## config.mk

```make
export PLATFORM = sky130hd
export DESIGN_NAME = ssd_mux_ctrl
export DESIGN_NICKNAME = d
export VERILOG_FILES = /design/src/rtl/ssd_pkg.sv /design/src/rtl/ssd_hex_font.sv /design/src/rtl/ssd_mux_ctrl.sv
export SDC_FILE = /design/constraint.sdc
export NUM_CORES = 1
export LEC_CHECK = 0
export ABC_AREA = 1
export CELL_PAD_IN_SITES_DETAIL_PLACEMENT = 2
export CELL_PAD_IN_SITES_GLOBAL_PLACEMENT = 2
export CORE_UTILIZATION = 33
export DETAILED_ROUTE_END_ITERATION = 8
export HOLD_SLACK_MARGIN = 0.15
export PLACE_DENSITY_LB_ADDON = 0.1
export SLEW_MARGIN = 20
export SYNTH_ARGS = -nofsm -noshare
export SYNTH_HDL_FRONTEND = slang
export SYNTH_HIERARCHICAL = 1
export SYNTH_SLANG_ARGS = --single-unit
```

## constraint.sdc

```tcl
create_clock -name clk -period 5.55 [get_ports clk]
set_clock_uncertainty 0.2 [all_clocks]
set_input_delay 0.555 -clock clk [delete_from_list [all_inputs] [get_ports clk]]
set_output_delay 0.555 -clock clk [all_outputs]
set_load 0.01 [all_outputs]
```

## src/rtl/ssd_pkg.sv

```systemverilog
`default_nettype none
// ============================================================================
//  Module      : ssd_pkg
//  Description : Shared seven-segment display types and constants.
//                seg_t bit order is {a,b,c,d,e,f,g}, so bit 6 = a and bit 0 = g.
//                Segment patterns here are active-high (1 = segment lit).
//  Revision    : 1.0 - initial release
// ============================================================================
package ssd_pkg;

    typedef logic [6:0] seg_t;

    // Bit positions of each segment inside seg_t.
    localparam int SEG_A = 6;
    localparam int SEG_B = 5;
    localparam int SEG_C = 4;
    localparam int SEG_D = 3;
    localparam int SEG_E = 2;
    localparam int SEG_F = 1;
    localparam int SEG_G = 0;

    // All segments dark (active-high sense).
    localparam seg_t SEG_BLANK = 7'h00;

    // Hex font 0-9, A, b, C, d, E, F (active-high).
    localparam seg_t HEX_FONT [16] = '{
        7'h7E, 7'h30, 7'h6D, 7'h79, 7'h33, 7'h5B, 7'h5F, 7'h70,
        7'h7F, 7'h7B, 7'h77, 7'h1F, 7'h4E, 7'h3D, 7'h4F, 7'h47
    };

endpackage
`default_nettype wire

```

## src/rtl/ssd_hex_font.sv

```systemverilog
`default_nettype none
// ============================================================================
//  Module      : ssd_hex_font
//  Description : Combinational hex-to-seven-segment decoder, active-high out.
//  Ports       : i_hex  [3:0] - hex digit value
//                o_seg  seg_t - segments {a,b,c,d,e,f,g}, 1 = lit
//  Revision    : 1.0 - initial release
// ============================================================================
module ssd_hex_font
    import ssd_pkg::*;
(
    input  logic [3:0] i_hex,
    output seg_t       o_seg
);

    always_comb begin
        o_seg = HEX_FONT[i_hex];
    end

endmodule
`default_nettype wire

```

## src/rtl/ssd_mux_ctrl.sv

```systemverilog
`default_nettype none
// ============================================================================
//  Module      : ssd_mux_ctrl
//  Description : Time-multiplexed seven-segment controller with per-digit dp,
//                blanking, leading-zero blanking, PWM brightness, selectable
//                output polarity and a double-buffered (tear-free) load.
//  Ports       : clk, rst_i (async, active-high)
//                data_i/dp_i/blank_i/lzb_en_i - frame content, captured on load_i
//                bright_i  - live brightness, duty = bright_i / 2^PWM_W
//                pending_o - shadow buffer waiting for the next frame wrap
//                frame_o   - one-cycle pulse when the digit index wraps to 0
//                anode_o/seg_o/dp_o - registered display pin drives
//  Revision    : 1.0 - initial release
// ============================================================================
module ssd_mux_ctrl
    import ssd_pkg::*;
#(
    parameter int NUM_DIGITS       = 8,
    parameter int REFRESH_DIV      = 100000,
    parameter int PWM_W            = 4,
    parameter int ANODE_ACTIVE_LOW = 1,
    parameter int SEG_ACTIVE_LOW   = 1
) (
    input  logic                    clk,
    input  logic                    rst_i,
    input  logic [4*NUM_DIGITS-1:0] data_i,
    input  logic [NUM_DIGITS-1:0]   dp_i,
    input  logic [NUM_DIGITS-1:0]   blank_i,
    input  logic                    lzb_en_i,
    input  logic [PWM_W-1:0]        bright_i,
    input  logic                    load_i,
    output logic                    pending_o,
    output logic                    frame_o,
    output logic [NUM_DIGITS-1:0]   anode_o,
    output seg_t                    seg_o,
    output logic                    dp_o
);

    localparam int SLOT_W = $clog2(REFRESH_DIV);
    localparam int DIG_W  = (NUM_DIGITS > 1) ? $clog2(NUM_DIGITS) : 1;

    localparam logic [SLOT_W-1:0]     c_slot_last = SLOT_W'(REFRESH_DIV - 1);
    localparam logic [DIG_W-1:0]      c_dig_last  = DIG_W'(NUM_DIGITS - 1);
    // XOR masks that turn active-high drives into pin polarity; also the idle value.
    localparam logic [NUM_DIGITS-1:0] c_anode_inv = {NUM_DIGITS{(ANODE_ACTIVE_LOW != 0)}};
    localparam seg_t                  c_seg_inv   = {7{(SEG_ACTIVE_LOW != 0)}};
    localparam logic                  c_dp_inv    = (SEG_ACTIVE_LOW != 0);

    // Counters
    logic [SLOT_W-1:0] r_slot;
    logic [DIG_W-1:0]  r_digit;
    logic [PWM_W-1:0]  r_pwm;

    // Shadow (load side) and active (display side) buffers
    logic [4*NUM_DIGITS-1:0] r_sh_data,  r_act_data;
    logic [NUM_DIGITS-1:0]   r_sh_dp,    r_act_dp;
    logic [NUM_DIGITS-1:0]   r_sh_blank, r_act_blank;
    logic                    r_sh_lzb,   r_act_lzb;
    logic                    r_pending;
    logic                    r_frame;

    // Output registers
    logic [NUM_DIGITS-1:0] r_anode;
    seg_t                  r_seg;
    logic                  r_dp;

    logic                  w_slot_wrap;
    logic                  w_frame_wrap;
    logic [NUM_DIGITS-1:0] w_sel;
    logic [NUM_DIGITS-1:0] w_lzb;
    logic                  w_zero_above;
    logic [3:0]            w_nibble;
    seg_t                  w_font;
    logic                  w_lit;
    logic                  w_lead;
    logic                  w_dp_cur;
    logic                  w_show;
    logic [NUM_DIGITS-1:0] w_anode_hi;
    seg_t                  w_seg_hi;
    logic                  w_dp_hi;

    assign w_slot_wrap  = (r_slot == c_slot_last);
    assign w_frame_wrap = w_slot_wrap && (r_digit == c_dig_last);

    // ------------------------------------------------------------------
    // Slot / digit / PWM counters
    // ------------------------------------------------------------------
    always_ff @(posedge clk or posedge rst_i) begin
        if (rst_i) begin
            r_slot  <= '0;
            r_digit <= '0;
            r_pwm   <= '0;
            r_frame <= 1'b0;
        end else begin
            r_pwm   <= r_pwm + 1'b1;
            r_frame <= w_frame_wrap;
            if (w_slot_wrap) begin
                r_slot  <= '0;
                r_digit <= (r_digit == c_dig_last) ? '0 : r_digit + 1'b1;
            end else begin
                r_slot  <= r_slot + 1'b1;
            end
        end
    end

    // ------------------------------------------------------------------
    // Double buffer: the shadow copy only reaches the display at a frame
    // wrap. A load on the wrap edge itself goes into the shadow while the
    // older shadow is applied, so pending stays set for one more frame.
    // ------------------------------------------------------------------
    always_ff @(posedge clk or posedge rst_i) begin
        if (rst_i) begin
            r_sh_data   <= '0;
            r_sh_dp     <= '0;
            r_sh_blank  <= '0;
            r_sh_lzb    <= 1'b0;
            r_act_data  <= '0;
            r_act_dp    <= '0;
            r_act_blank <= '0;
            r_act_lzb   <= 1'b0;
            r_pending   <= 1'b0;
        end else begin
            if (w_frame_wrap && r_pending) begin
                r_act_data  <= r_sh_data;
                r_act_dp    <= r_sh_dp;
                r_act_blank <= r_sh_blank;
                r_act_lzb   <= r_sh_lzb;
            end
            if (load_i) begin
                r_sh_data  <= data_i;
                r_sh_dp    <= dp_i;
                r_sh_blank <= blank_i;
                r_sh_lzb   <= lzb_en_i;
                r_pending  <= 1'b1;
            end else if (w_frame_wrap) begin
                r_pending  <= 1'b0;
            end
        end
    end

    // ------------------------------------------------------------------
    // Leading-zero map: digit k (k >= 1) is a leading zero when it and all
    // digits above it are zero. Digit 0 is never suppressed.
    // ------------------------------------------------------------------
    always_comb begin
        w_zero_above = 1'b1;
        w_lzb        = '0;
        for (int k = NUM_DIGITS - 1; k >= 1; k--) begin
            w_zero_above = w_zero_above && (r_act_data[4*k +: 4] == 4'h0);
            w_lzb[k]     = r_act_lzb && w_zero_above;
        end
    end

    always_comb begin
        w_sel = '0;
        for (int k = 0; k < NUM_DIGITS; k++) begin
            w_sel[k] = (r_digit == DIG_W'(k));
        end
    end

    assign w_nibble = r_act_data[{r_digit, 2'b00} +: 4];

    ssd_hex_font u_font (
        .i_hex (w_nibble),
        .o_seg (w_font)
    );

    // A leading-zero digit keeps its anode only to show a set dp; its
    // segments stay dark. A blanked digit or a PWM-off phase is fully dark.
    assign w_lit      = (r_pwm < bright_i);
    assign w_lead     = w_lzb[r_digit];
    assign w_dp_cur   = r_act_dp[r_digit];
    assign w_show     = w_lit && !r_act_blank[r_digit] && (!w_lead || w_dp_cur);
    assign w_anode_hi = w_show ? w_sel : '0;
    assign w_seg_hi   = (w_show && !w_lead) ? w_font : SEG_BLANK;
    assign w_dp_hi    = w_show && w_dp_cur;

    always_ff @(posedge clk or posedge rst_i) begin
        if (rst_i) begin
            r_anode <= c_anode_inv;
            r_seg   <= c_seg_inv;
            r_dp    <= c_dp_inv;
        end else begin
            r_anode <= w_anode_hi ^ c_anode_inv;
            r_seg   <= w_seg_hi ^ c_seg_inv;
            r_dp    <= w_dp_hi ^ c_dp_inv;
        end
    end

    assign anode_o   = r_anode;
    assign seg_o     = r_seg;
    assign dp_o      = r_dp;
    assign pending_o = r_pending;
    assign frame_o   = r_frame;

endmodule
`default_nettype wire

```

Yosys cells after proc, flatten, opt, wreduce, memory -nomap -nowiden
Memories as Yosys holds them, arrays and structs flattened.
Cells that the tools add are included.
Storage, ports and cells
  register bits: 140
  bits in read-only memories: 112
  output and inout bits: 18
  word-level logic and storage cells: 81
  memories kept: 1
Memory list
  (name not given): words 16, bits a word 7, read ports 1, clocked after Yosys merged registers in 0, wr ports 0, line ssd_hex_font.sv:17  | o_seg = HEX_FONT[i_hex];
Operators by class
  add/subtract/negate cells: 3
  order comparisons: 3
  equality and inequality tests: 8
  shift operators: 1
  muxes and demuxes: 14
  bitwise gates (word level): 4
  reduce and logical (&&, ||, !) cells: 31
Operator list (number)
  $shiftx A32 B6 Y4: 1
  $logic_not A4 Y1: 7
  $mux W7: 3
  $logic_and A1 B1 Y1: 19
  $add A17 B1 Y17 const B: 1
  $eq A17 B17 Y1 const B: 1
  $mux W17: 1
  $eq A3 B3 Y1 const B: 4
  $bmux W1 S3: 3
  $mux W8: 1
  $not A8 Y8: 1
  $not A7 Y7: 1
  $eq A3 B2 Y1 const B: 2
  $ge A5 B5 Y1 const B: 1
  $mux W1: 5
  $not A4 Y5: 1
  $add A4 B1 Y4 const B: 1
  $lt A3 B4 Y1 const B: 1
  $lt A4 B4 Y1: 1
  $add A3 B1 Y3 const B: 1
  $eq A3 B1 Y1 const B: 1
  $logic_not A3 Y1: 1
  $mux W3: 1
  $logic_not A1 Y1: 2
  3 further kinds: 3

Longest topological paths before layout
Gate-level depths: netlist of run 1.
  word-level depth: 16
  depth in mapped cells: 16

Cells and area by module
The synthesis of run 1 kept the hierarchy.
By module, submodules not included
  ssd_mux_ctrl: instances 1, cells each 772, area an instance 6306.0 um^2, sequential area each 3523.4 um^2
  ssd_hex_font: instances 1, cells each 52, area an instance 270.3 um^2, sequential area each 0.0 um^2

Worst setup path before layout of run 1
OpenSTA, ideal clock, no wires.
  path kind: reg2reg
  start: register r_digit[0]
  end: register r_seg[3], in the netlist seg_o[3]
  library setup time: 0.089 ns
  arrival: 2.050 ns
  slack: 3.211 ns
  stages on the path, launching flop included: 16
  cells stage by stage: dfrtp_1 > buf_2 > inv_2 > buf_2 > buf_2 > o21ai_0 > o22ai_1 > nand2_1 > nand2_1 > inv_1 > ha_1 > nand2_1 > o21ai_0 > nand2_1 > nand2_1 > nand3_1
Between the ends
  elaborated cells between the ends (all ways): 19
  classes of those cells: shift (1); mux (9); bitwise (2); reduce/logical (6); memory (1)
RTL lines
  from (decl): line ssd_mux_ctrl.sv:51  | logic [DIG_W-1:0] r_digit;
  from (signal assigned): line ssd_mux_ctrl.sv:99  | r_digit <= (r_digit == c_dig_last) ? '0 : r_digit + 1'b1;
  $shiftx A32 B6 Y4: line ssd_mux_ctrl.sv:161  | assign w_nibble = r_act_data[{r_digit, 2'b00} +: 4];
  via w_nibble[1]: line ssd_mux_ctrl.sv:72  | logic [3:0] w_nibble;
  $not A4 Y5 (implied by the code): line ssd_hex_font.sv:17
  $mem_v2 Z16 W7
  $mux W7 (implied by the code) (2 in series): line ssd_hex_font.sv:17
  via w_font[3]: line ssd_mux_ctrl.sv:73  | seg_t w_font;
  $mux W7: line ssd_mux_ctrl.sv:175  | assign w_seg_hi = (w_show && !w_lead) ? w_font : SEG_BLANK;
  $not A7 Y7 (no line)
  to (signal assigned): line ssd_mux_ctrl.sv:181  | r_seg <= c_seg_inv;
  to (signal assigned): line ssd_mux_ctrl.sv:185  | r_seg <= w_seg_hi ^ c_seg_inv;
  to (decl): line ssd_mux_ctrl.sv:64  | seg_t r_seg;
The timed path passes the listed nets, and every way through them passes these cells. The select of a mux whose other input is x is not followed.
A chain may end at the register's enable or synchronous reset.

Worst setup path after layout of run 1
  start: register r_digit[0]
  end: register r_act_dp[7]
Between the ends
  cells in the longest elaborated chain, start to end: 3
RTL lines
  $eq A3 B3 Y1: line ssd_mux_ctrl.sv:83  | assign w_frame_wrap = w_slot_wrap && (r_digit == c_dig_last);
  $logic_and A1 B1 Y1: line ssd_mux_ctrl.sv:83
  $logic_and A1 B1 Y1: line ssd_mux_ctrl.sv:123  | if (w_frame_wrap && r_pending) begin
  to (signal assigned): line ssd_mux_ctrl.sv:125  | r_act_dp <= r_sh_dp;
  to (decl): line ssd_mux_ctrl.sv:56  | logic [NUM_DIGITS-1:0] r_sh_dp, r_act_dp;
Every way passes these cells.

==> summary.txt, run 1 <==
Outcome
  – Result of the run: finished clean

Place
  – Placed cell count: 1127
  – Placed instance area: 7490 um2
  – HPWL Detailed: 12.8 mm
  – Setup Slack @ Placement: 1.97 ns
  – Placer Congestion: 0.803
  – Buffers on Ports: 73

Logic synthesis
  – Ys flop type: sky130_fd_sc_hd__dfrtp_1
  – Mean Syn Cell Area: 7.98 um2
  – FFs w/ async S/R, synth: 100%
  – Simple-gate share of the synthesized area: 31.7%
  – Sequential fraction of the synthesis area: 53.6%
  – Main combinational cell family by area after synthesis: simple AND/OR/NAND/NOR gates
  – Flip-flop and latch count after synthesis: 140
  – Number of enable flip-flop cells after synthesis: 0
  – Synth Instances: 824
  – Compound-cell area share of the yosys netlist: 3.92%
  – Post-Syn Nets: 898
  – Mux contribution to synthesized area: 0%
  – Mapped Area: 6580 um2
  – Adder-Cell Fraction of Synth Area: 3.42%
  – Post-synth cell types: 29
  – Area share of xor/xnor cells in the synthesized design: 1.46%
  – Yosys warnings: 6

Critical path
  – Worst reg2reg path depth: 8
  – Reg2reg start: r_digit[0]
  – RR Endpoint: r_act_dp[7]
  – WP data required: 5.65 ns
  – FF-to-FF setup slack: 2.06 ns
  – Data arrival time of the critical path: 3.58 ns
  – Nature of the critical path startpoint: flop
  – Kind of end point of the critical path: flop
  – Critical path class: reg -> reg
  – Largest driver fanout on the critical path: 51

Min path
  – Hold path start: r_slot[0]
  – Hold/Removal Path Class: reg -> reg
  – Cell depth of the worst hold path: 1
  – Worst Hold Endpoint: r_slot[0]

Detailed routing
  – WL per Instance: 16.0 um
  – Antenna Violating Nets Remaining: 0
  – Total length of routed wires: 18.5 mm
  – Drt initial violations: 156
  – DRC errors left: 0
  – Vias/cell: 4.77
  – Vias post-DR: 5525
  – Iteration count of the initial detailed-routing pass: 4

Clocking
  – Count of buffers added by post-CTS timing repair for setup: 0
  – Root Buffer Master: sky130_fd_sc_hd__clkbuf_16
  – Insertion delay of the later-clocked pin in the worst-skew pair: 0.43 ns
  – CTS resizes: 0
  – Total number of H-tree levels: 4
  – CTS tree: yes
  – Hold Buf Count CTS: 0
  – Num CTS Buffers: 17
  – Maximum buffer depth of the clock tree: 2
  – Clock edge transition at the registers on the reported setup and hold paths: 0.06 ns
  – Num Clock Sinks: 140

Pwr
  – Total power divided by cell area: 290 nW/um2
  – Leakage component of the power: 0.00414 uW
  – VDD IR max: 0.168 mV

GRT
  – Grt ovf: 0
  – Total routing resource utilization after global routing: 19.9%
  – Largest net degree at the start of global routing: 105
  – Via count of the first global-routing pass: 6354
  – Global-route wire length before repair: 31.4 mm
  – Number of antenna violations at the first check in global routing: 0

Floorplan
  – Core area: 19500 um2
  – Number of cell rows: 51
  – DIE AREA: 20500 um2
  – Height of the die: 143 um
  – Initial core utilization: 33.7%
  – Width of the die: 143 um
  – Number of top-level design ports: 74

Finish
  – Final Net Count: 955
  – Layout cells sized above 1: 7.72%
  – Post-route cell area: 8090 um2
  – Post-layout instance count excluding filler cells: 1159
  – Antenna diode count: 0
  – Layout Utilization: 41.4%
  – Area overhead of the layout relative to synthesis: 23.0%

Timing
  – Setup violations, final: 0
  – Max-slew violation total from the final report: 0
  – Final worst path period need: 3.49 ns
  – Fmax: 0.287 GHz
  – Setup TNS after final layout: 0 ns
  – Setup repair after global routing missed its margin: no
  – Final critical-path setup slack: 2.06 ns
  – Actual slew at the worst max-slew pin: 0.953 ns
  – Share of the clock period used by the worst path after layout: 62.8%
  – Number of failing hold endpoints at the final stage: 0
  – Headroom to the max-slew limit: 36.5%

Run
  – Max cap viols: 0
==> logic make-up (layout without fill, tap and decap cells) <==
| family | count (synthesis) | in the layout |
|---|---|---|
| AO/OA/AOI/OAI | 51 | 51 |
| XOR/XNOR | 11 | 11 |
| adder cells (fa/ha/maj) | 18 | 18 |
| buffers and inverters | 95 | 165 |
| flip-flops | 140 | 140 |
| AND/OR/NAND/NOR | 509 | 509 |
==> routing by layer <==
layer / part of all wire [%] / routed length (um) / track usage (%)
met1: 43 / 7940 / 22.7
met2: 53 / 9840 / 36.9
met3: 2.6 / 481 / 3.99
met4: 1.3 / 244 / 6.17
met5: 0 / 0 / 0
==> worst max path at each step <==
| stage | from | end | slack, ns |
|---|---|---|---|
| final | r_digit[0] | r_act_dp[7] | 2.06 |
| after global placement | r_digit[0] | r_act_data[6] | 2.28 |
| after global routing | r_digit[0] | r_act_dp[7] | 1.72 |
| after floorplan | rst_i | frame_o | 1.07 |
| after detailed placement | r_digit[0] | r_act_dp[7] | 1.97 |
| after CTS | r_digit[0] | r_act_dp[7] | 1.92 |
==> state kept, by name, indices dropped and copies added (netlist names), 4 cells and up <==
signal	flops
r_slot	17
seg_o	7
r_sh_data	32
r_act_blank	8
r_sh_blank	8
r_pwm	4
r_act_data	32
r_sh_dp	8
r_act_dp	8
anode_o	8
==> power by group <==
group | switching [uW] | internal, uW | total, uW
clock | 455 | 701 | 1160
combinational | 59.2 | 52.2 | 111
sequential | 19.2 | 1060 | 1070
total | 533 | 1810 | 2340
==> synthesized netlist by cell type, types with 4 or more instances <==
cell                       instances  area [um2]
sky130_fd_sc_hd__nand2_1         353        1330
sky130_fd_sc_hd__dfrtp_1         124        3100
sky130_fd_sc_hd__ha_1             18         225
sky130_fd_sc_hd__xor2_1            9        78.8
sky130_fd_sc_hd__dfstp_2          16         420
sky130_fd_sc_hd__nand4_1           4        25.0
sky130_fd_sc_hd__buf_2            10        50.1
sky130_fd_sc_hd__o21ai_0          36         180
sky130_fd_sc_hd__nand3_1          91         455
sky130_fd_sc_hd__clkbuf_1         23        86.3
sky130_fd_sc_hd__a21oi_1          13        65.1
sky130_fd_sc_hd__inv_1            50         188
sky130_fd_sc_hd__nor2_1           47         176
sky130_fd_sc_hd__inv_2             5        18.8
sky130_fd_sc_hd__nor2_2            4        25.0
==> cells in the final DEF (no fill, tap or decap), types with 5 or more instances in the layout <==
cell type and n:
sky130_fd_sc_hd__dfrtp_1 124, sky130_fd_sc_hd__nor2_1 47, sky130_fd_sc_hd__ha_1 18, sky130_fd_sc_hd__a21oi_1 13, sky130_fd_sc_hd__xor2_1 9, sky130_fd_sc_hd__clkbuf_16 17, sky130_fd_sc_hd__dfstp_2 16, sky130_fd_sc_hd__clkdlybuf4s50_1 72
sky130_fd_sc_hd__nand3_1 91, sky130_fd_sc_hd__nand2_1 353, sky130_fd_sc_hd__o21ai_0 36, sky130_fd_sc_hd__inv_2 5, sky130_fd_sc_hd__inv_1 49
==> layout make-up <==
cell class	instances	area (um2)
Clock buffer	20	467
Timing Repair Buffer	76	748
Fill cell	2243	11400
Inverter	57	219
Sequential cell	140	3520
Multi-Input combinational cell	589	2660
Tap cell	265	332
Clock inverter	12	135
==> stage by stage <==
stage / hold WS (ns) / total power, uW
floorplan: 0.233 / 1140
global placement: 0.254 / 1200
detailed placement: 0.265 / 1210
CTS: 0.279 / 2380
global route: 0.293 / 2430
finish: 0.274 / 2340
==> worst max-delay path: stages, from the launching register on <==
cell and delay, ns:
sky130_fd_sc_hd__dfrtp_1 0.92, sky130_fd_sc_hd__ha_1 0.31, sky130_fd_sc_hd__ha_1 0.22, sky130_fd_sc_hd__inv_1 0.10
sky130_fd_sc_hd__nor2_4 0.10, sky130_fd_sc_hd__buf_4 0.42, sky130_fd_sc_hd__nand2_2 0.68, sky130_fd_sc_hd__nand2_1 0.29
sky130_fd_sc_hd__nand2_1 0.09
(Power assumes the default switching activity.)
==> run 2, diff against run 1 <==
--- a/config.mk
+++ b/config.mk
@@ -8,7 +8,7 @@
 export ABC_AREA = 1
 export CELL_PAD_IN_SITES_DETAIL_PLACEMENT = 2
 export CELL_PAD_IN_SITES_GLOBAL_PLACEMENT = 2
-export CORE_UTILIZATION = 33
+export CORE_UTILIZATION = 30
 export DETAILED_ROUTE_END_ITERATION = 8
 export HOLD_SLACK_MARGIN = 0.15
 export PLACE_DENSITY_LB_ADDON = 0.1
==> constraint.sdc (replaced) <==
create_clock -name clk -period 3.11 [get_ports clk]
set_clock_uncertainty 0.2 [all_clocks]
set_input_delay 0.311 -clock clk [delete_from_list [all_inputs] [get_ports clk]]
set_output_delay 0.311 -clock clk [all_outputs]
set_load 0.01 [all_outputs]
==> summary.txt, run 2 (synthesized netlist as in run 1, its figures left out) <==
Finish
  – Area of the multi-input gates: 2660 um2
  – Layout cells sized above 1: 8.54%
  – Registers with the highest flip-flop counts: r_act_data (32), r_sh_data (32), r_slot (17)
  – Final Net Count: 963
  – Commonest non-fill, non-tap cells in the layout: 353 x sky130_fd_sc_hd__nand2_1, 124 x sky130_fd_sc_hd__dfrtp_1, 91 x sky130_fd_sc_hd__nand3_1
  – Area overhead of the layout relative to synthesis: 24.4%
  – Seq. cell area: 3520 um2
  – Post-layout instance count excluding filler cells: 1177
  – Most common cell after layout, fill and taps aside: sky130_fd_sc_hd__nand2_1
  – Antenna diode count: 0
  – Fill cell total of the finished layout: 2399
  – Layout Utilization: 38.4%

Pwr
  – Flop pwr share: 46.3%
  – Power spent charging and discharging nets: 993 uW
  – Cell Int Power: 3150 uW
  – VDD IR max: 0.259 mV
  – Clock network fraction of total power: 48.6%
  – Combinational share of power: 5.0%
  – Total power divided by cell area: 506 nW/um2
  – Net switching fraction of the power: 24.0%
  – Leakage component of the power: 0.00418 uW

Detailed routing
  – Total length of routed wires: 18.7 mm
  – Drt initial violations: 146
  – DRC errors left: 0
  – WL per Instance: 15.9 um
  – Vias post-DR: 5554
  – Vias/cell: 4.72
  – Antenna Violating Nets Remaining: 0
  – Iteration count of the initial detailed-routing pass: 4

Timing
  – Number of failing hold endpoints at the final stage: 0
  – Headroom to the max-slew limit: 34.7%
  – Actual slew at the worst max-slew pin: 0.977 ns
  – Setup violations, final: 0
  – Final worst path period need: 2.55 ns
  – Fmax: 0.393 GHz
  – Worst hold slack across all endpoints: 0.183 ns
  – Setup repair after global routing missed its margin: no
  – Share of the clock period used by the worst path after layout: 81.9%
  – Setup TNS after final layout: 0 ns
  – Max-slew violation total from the final report: 0

Critical path
  – Nature of the critical path startpoint: flop
  – Reg2reg start: r_digit[0]
  – Critical path's slowest cell: sky130_fd_sc_hd__nand2_2
  – Chain of cells forming the critical path: buf_4 -> ha_1 -> ha_1 -> inv_1 -> nor2_4 -> nand2_2 -> nand2_1 -> nand2_1
  – End point of the critical path: r_act_data[18]
  – Critical Path Start: r_digit[0]
  – Data arrival time of the critical path: 2.69 ns
  – Kind of end point of the critical path: flop
  – FF-to-FF setup slack: 0.56 ns
  – WP data required: 3.26 ns
  – Peak per-stage delay on the critical path: 0.71 ns
  – Largest driver fanout on the critical path: 49
  – Critical path class: reg -> reg
  – Worst reg2reg path depth: 8
  – RR Endpoint: r_act_data[18]

GRT
  – Largest net degree at the start of global routing: 51
  – Via count of the first global-routing pass: 6393
  – Global-route wire length before repair: 31.9 mm
  – Grt ovf: 0
  – Total routing resource utilization after global routing: 18.3%
  – Number of antenna violations at the first check in global routing: 0

Floorplan
  – Initial core utilization: 30.9%
  – Number of top-level design ports: 74
  – Width of the die: 150 um
  – Height of the die: 150 um
  – DIE AREA: 22500 um2
  – Core area: 21300 um2
  – Number of cell rows: 53

Clocking
  – Maximum buffer depth of the clock tree: 2
  – Hold Buf Count CTS: 0
  – Total number of H-tree levels: 4
  – Root Buffer Master: sky130_fd_sc_hd__clkbuf_16
  – CTS tree: yes
  – Insertion delay of the later-clocked pin in the worst-skew pair: 0.42 ns
  – Num CTS Buffers: 17
  – CTS resizes: 0
  – Count of buffers added by post-CTS timing repair for setup: 0
  – Clock edge transition at the registers on the reported setup and hold paths: 0.07 ns
  – Num Clock Sinks: 140

Run
  – Max cap viols: 0

Min path
  – Hold/Removal Path Class: in -> async

Place
  – HPWL Detailed: 13.6 mm
  – Placed cell count: 1145
  – Buffers on Ports: 73
  – Placer Congestion: 0.766

Outcome
  – Result of the run: finished clean
## run 2: through the flow
step	setup slack [ns]	total power (uW)	cell area, um2
floorplan	0.771	2040	6580
global placement	0.637	2150	7590
detailed placement	0.579	2170	7590
CTS	0.531	4210	8180
global route	0.346	4300	8180
finish	0.564	4140	8180
## run 2: power groups by stage
stage / Sequential [uW] / Clock, uW / Combinational, uW
global placement: 1950 / 0 / 206
finish: 1920 / 2010 / 209
detailed placement: 1950 / 0 / 219
floorplan: 1940 / 0 / 98.4
global route: 1920 / 2140 / 241
CTS: 1920 / 2070 / 219
## run 2: worst min path at each step
stage	start	end	slack (ns)	cells after the start
6_report	rst_i	r_act_data[6]	0.18	2
5_1_grt	rst_i	r_act_data[6]	0.22	2
4_1_cts	rst_i	r_act_data[6]	0.19	2
3_5_place_dp	r_sh_data[23]	r_sh_data[23]	0.26	2
3_3_place_gp	r_slot[0]	r_slot[0]	0.24	1
2_1_floorplan	blank_i[0]	r_sh_blank[0]	0.22	2
## run 2: per-layer routing
layer,vias up,GRT usage (%),part of all wire [%]
met5,-,0,0
met4,0,4.60,1.1
met3,16,3.35,2.4
met2,65,33.8,51
met1,2774,21.6,45
li1,2699,-,-
## run 2: layout make-up
type | instances | area share, %
repair buffers | 84 | 10.3
clock buffers | 19 | 5.54
flip-flops and latches | 140 | 43.1
clock inverters | 13 | 1.59
inverters | 57 | 2.66
multi-input cells | 589 | 32.6
well taps | 275 | 4.21
## run 2: critical path, delay by kind of cell, from the launching register on
kind	cells	cell delay, ns
adders and majority gates	2	0.46
buffers and inverters	2	0.34
DFF	1	0.40
and+or+nand+nor	4	1.06
